--- config.mk ---
export PLATFORM = sky130hd
export DESIGN_NAME = rv_reg_file
export DESIGN_NICKNAME = d
export VERILOG_FILES = /design/src/rtl/rv_reg_file.sv
export SDC_FILE = /design/constraint.sdc
export NUM_CORES = 2
export LEC_CHECK = 0
export CAP_MARGIN = 15
export CORE_UTILIZATION = 25
export CTS_CLUSTER_SIZE = 25
export DETAILED_ROUTE_END_ITERATION = 8
export HOLD_SLACK_MARGIN = 0.05
export PLACE_DENSITY_LB_ADDON = 0.08
export REMOVE_ABC_BUFFERS = 1
export SYNTH_ARGS = -nofsm -noshare
export SYNTH_HDL_FRONTEND = slang
export SYNTH_SLANG_ARGS = --single-unit
--- constraint.sdc ---
create_clock -name clk -period 84.6 [get_ports clk]
set_input_delay 8.46 -clock clk [delete_from_list [all_inputs] [get_ports clk]]
set_output_delay 8.46 -clock clk [all_outputs]
set_load 0.005 [all_outputs]
--- src/rtl/rv_reg_file.sv ---
// rv_reg_file: 32 x XLEN integer register file for the single-cycle RISC-V datapath.
// Two combinational read ports, one synchronous write port, x0 hardwired to zero.
// Optional macro REGFILE_BYPASS_EN: write-through forwarding from WD3 to the read ports.
module rv_reg_file #(
    parameter int unsigned XLEN  = 32,
    parameter int unsigned NREGS = 32,
    localparam int unsigned AW   = $clog2(NREGS)
) (
    input  logic            clk,
    input  logic            reset,
    input  logic            WE3,
    input  logic [AW-1:0]   RA1,
    input  logic [AW-1:0]   RA2,
    input  logic [AW-1:0]   WA3,
    input  logic [XLEN-1:0] WD3,
    output logic [XLEN-1:0] RD1,
    output logic [XLEN-1:0] RD2
);

    logic [XLEN-1:0] regs_q [NREGS];
    logic            wr_en;

    // x0 is never written, so it stays at its reset value of zero
    assign wr_en = WE3 && (WA3 != '0);

    // Storage: async clear on reset, single write per rising edge
    always_ff @(posedge clk or posedge reset) begin
        if (reset) begin
            for (int i = 0; i < int'(NREGS); i++) begin
                regs_q[i] <= '0;
            end
        end else if (wr_en) begin
            regs_q[WA3] <= WD3;
        end
    end

    // Read ports: x0 and reset force zero; optional forwarding of the in-flight write
    always_comb begin
        RD1 = '0;
        RD2 = '0;
        if (!reset) begin
            if (RA1 != '0) RD1 = regs_q[RA1];
            if (RA2 != '0) RD2 = regs_q[RA2];
`ifdef REGFILE_BYPASS_EN
            if (wr_en && (RA1 == WA3)) RD1 = WD3;
            if (wr_en && (RA2 == WA3)) RD2 = WD3;
`endif
        end
    end

endmodule

==> impl_metrics.py <==
metrics = {
    "status": {
        "outcome": "completed",
    },
    "floorplan": {
        "core-area_sq_um": 210000,
        "num_rows": 168,
        "dieHeight_um": 462,
        "initial_core_util_pct": 25.2,
        "die_w_um": 462,
        "dieArea_sq_um": 213000,
        "ios": 114,
    },
    "run": {
        "maxCapViolCount": 0,
    },
    "worst_setup_path": {
        "r2r_end": "regs_q[363]$_DFFE_PP0P_",
        "rrSetupSlack_ns": 83.81,
        "reg2regPathDepth": 1,
        "reg2reg_from": "regs_q[363]$_DFFE_PP0P_",
        "worstSetupEndpointType": "output port",
        "arrival_ns": 12.99,
        "cp_max_fo": 57,
        "start_kind": "input pin",
        "required_ns": 76.14,
        "path_class": "input pin to output port",
        "cp-startpoint": "RA2[1]",
        "cp-endpoint": "RD2[13]",
    },
    "layout": {
        "final_net_count": 3962,
        "post_route_cells_drive_above_1_share_pct": 39.0,
        "finalInstanceArea_sq_um": 61600,
        "top_register": "regs_q",
        "layout_commonest_cell": "dfrtp_1",
        "largestRegisters": "regs_q x992",
        "area_growth_pct": 16.4,
        "fill_cells": 21394,
        "layout_common_cells": "dfrtp_1, mux2_2, mux2i_1",
        "largest_reg_flops": 992,
    },
    "clock_network": {
        "cts_root_buf": "clkbuf_16",
        "clkLatencyLatePin_ns": 0.75,
        "post_cts_buffers": 0,
        "clock-sinks": 992,
        "cts-resized-gates": 0,
        "clk_pin_slew_ns": 0.05,
        "max-clock-path-buffers": 3,
        "cts_hold_buf": 0,
        "htreeDepth": 4,
        "numCtsBuffers": 135,
        "cts_tree": "built",
    },
    "global_routing": {
        "grt_use_total_pct": 19.4,
        "grt_pass1_vias": 37271,
        "grt_pass1_wl_mm": 295,
        "grt_max_degree": 152,
        "overflow": 0,
        "antenna_found_initial": 10,
    },
    "power": {
        "power_per_cell_area_nw_per_um2": 23.8,
        "ir_worst_vdd_mv": 0.0225,
        "p_leak_nw": 26.4,
    },
    "sta": {
        "grt_setup_unrepaired": "false",
        "fmax_mhz": 46.6,
        "maxSlewViolCount": 0,
        "setup_tns_ns": 0,
        "hold_viol": 0,
        "slew_headroom_pct": 22.9,
        "fin_skew_ns": 0,
        "finalCritPeriodShare_pct": 25.4,
        "setup_viol": 0,
        "tightest_slew_ns": 1.15,
        "fin_crit_ns": 21.45,
    },
    "logic_synthesis": {
        "async_flop_share_pct": 100,
        "syn_area_per_cell_sq_um": 13.4,
        "yosysWarnings": 0,
        "seq_area_frac_synth_pct": 47.0,
        "synth.distinct_cells": 37,
        "synth_seq_cells": 992,
        "syn-cell-area_sq_um": 52900,
        "synthCells": 3957,
        "ys.flop_type": "dfrtp_1",
        "synth-edff-count": 0,
    },
    "drt": {
        "drtAntennaViolNets": 0,
        "drc": 0,
        "drtPass1Iterations": 5,
        "avgRoutedWirePerCell_um": 30.3,
        "wl_mm": 206,
        "drt-initial-drc-count": 2158,
        "drt-vias-per-instance": 5.18,
        "vias": 35337,
    },
    "place": {
        "portBuffers": 113,
        "gp_congestion": 0.737,
        "dpl_cell_area_sq_um": 56800,
        "dp_hpwl_mm": 114,
    },
    "hold_path": {
        "hold_class": "flip-flop to flip-flop",
    },
}
[routing by layer]
| layer | up-vias | track usage, % | wire length, um |
|---|---|---|---|
| met4 | 2 | 4.77 | 4500 |
| met2 | 740 | 31.7 | 97600 |
| met3 | 243 | 2.61 | 7550 |
| li1 | 15129 | - | - |
| met5 | - | 0 | 21 |
| met1 | 19223 | 27.1 | 96600 |
[Yosys cell counts, types with 9 or more instances]
library cell	number	area [sq um]
dfrtp_1	992	24800
mux2_2	983	11100
mux2i_1	576	5770
clkbuf_1	212	796
a22oi_1	192	1440
mux4_2	192	4320
o22ai_1	192	1200
buf_2	163	816
nand2_1	145	544
a221oi_1	64	561
nand4_1	64	400
o21ai_0	64	320
buf_4	34	255
nor2_1	15	56.3
mux2_1	9	101
[where the power goes]
part	leakage (nW)	internal [mW]	switching, mW	total, mW
combinational	11.6	0.150	0.114	0.264
clock	2.13	0.337	0.228	0.565
sequential	12.7	0.568	0.0671	0.635
total	26.4	1.06	0.409	1.46
[area by class of cell]
cell class | instances | area [sq um] | area share (%)
diodes | 3 | 7.51 | 0.0122
clock buffers | 209 | 4080 | 6.63
flip-flops and latches | 992 | 24800 | 40.3
repair buffers | 237 | 2450 | 3.98
clock inverters | 25 | 255 | 0.415
multi-input cells | 2545 | 26400 | 42.9
well taps | 2805 | 3510 | 5.70
inverters | 1 | 11.3 | 0.0183
[logic make-up (layout without fill, tap and decap cells)]
logic type,Yosys count,in the layout,share of synthesized area (%)
AND/OR/NAND/NOR,273,273,2.56
flip-flops,992,992,47.0
AO/OA/AOI/OAI,512,512,6.66
buffers and inverters,420,472,3.61
other,0,3,0
multiplexers,1760,1760,40.2
[how the worst min path moves through the flow]
stage                                       start                 endpoint  slack (ns)  cells past startpoint
after global placement    regs_q[374]$_DFFE_PP0P_  regs_q[374]$_DFFE_PP0P_        0.49                      1
after detailed placement  regs_q[372]$_DFFE_PP0P_  regs_q[372]$_DFFE_PP0P_        0.50                      1
after CTS                 regs_q[377]$_DFFE_PP0P_  regs_q[377]$_DFFE_PP0P_        0.51                      1
after floorplan           regs_q[363]$_DFFE_PP0P_  regs_q[363]$_DFFE_PP0P_        0.48                      1
final                     regs_q[377]$_DFFE_PP0P_  regs_q[377]$_DFFE_PP0P_        0.51                      1
after global routing      regs_q[378]$_DFFE_PP0P_  regs_q[378]$_DFFE_PP0P_        0.53                      1
[stage by stage]
| step | power (mW) | utilization, % | hold WS, ns | std cells | worst slack (ns) |
|---|---|---|---|---|---|
| global route | 1.54 | 29.3 | 0.531 | 6816 | 62.94 |
| global placement | 0.902 | 27.1 | 0.491 | 6563 | 63.04 |
| CTS | 1.48 | 29.1 | 0.508 | 6797 | 63.01 |
| detailed placement | 0.907 | 27.1 | 0.498 | 6563 | 63.03 |
| floorplan | 0.809 | - | 0.479 | 3538 | 43.67 |
| finish | 1.46 | 29.3 | 0.505 | 6817 | 63.15 |
[critical path: stages]
cell and delay [ns]:
buf_8 0.34, buf_4 0.80, buf_4 0.77, buf_4 0.88, mux2i_1 0.27, a22oi_1 0.11
a22oi_1 0.27, nand4_1 0.39, clkdlybuf4s50_1 0.58
Power figures use the tool's default switching activity.
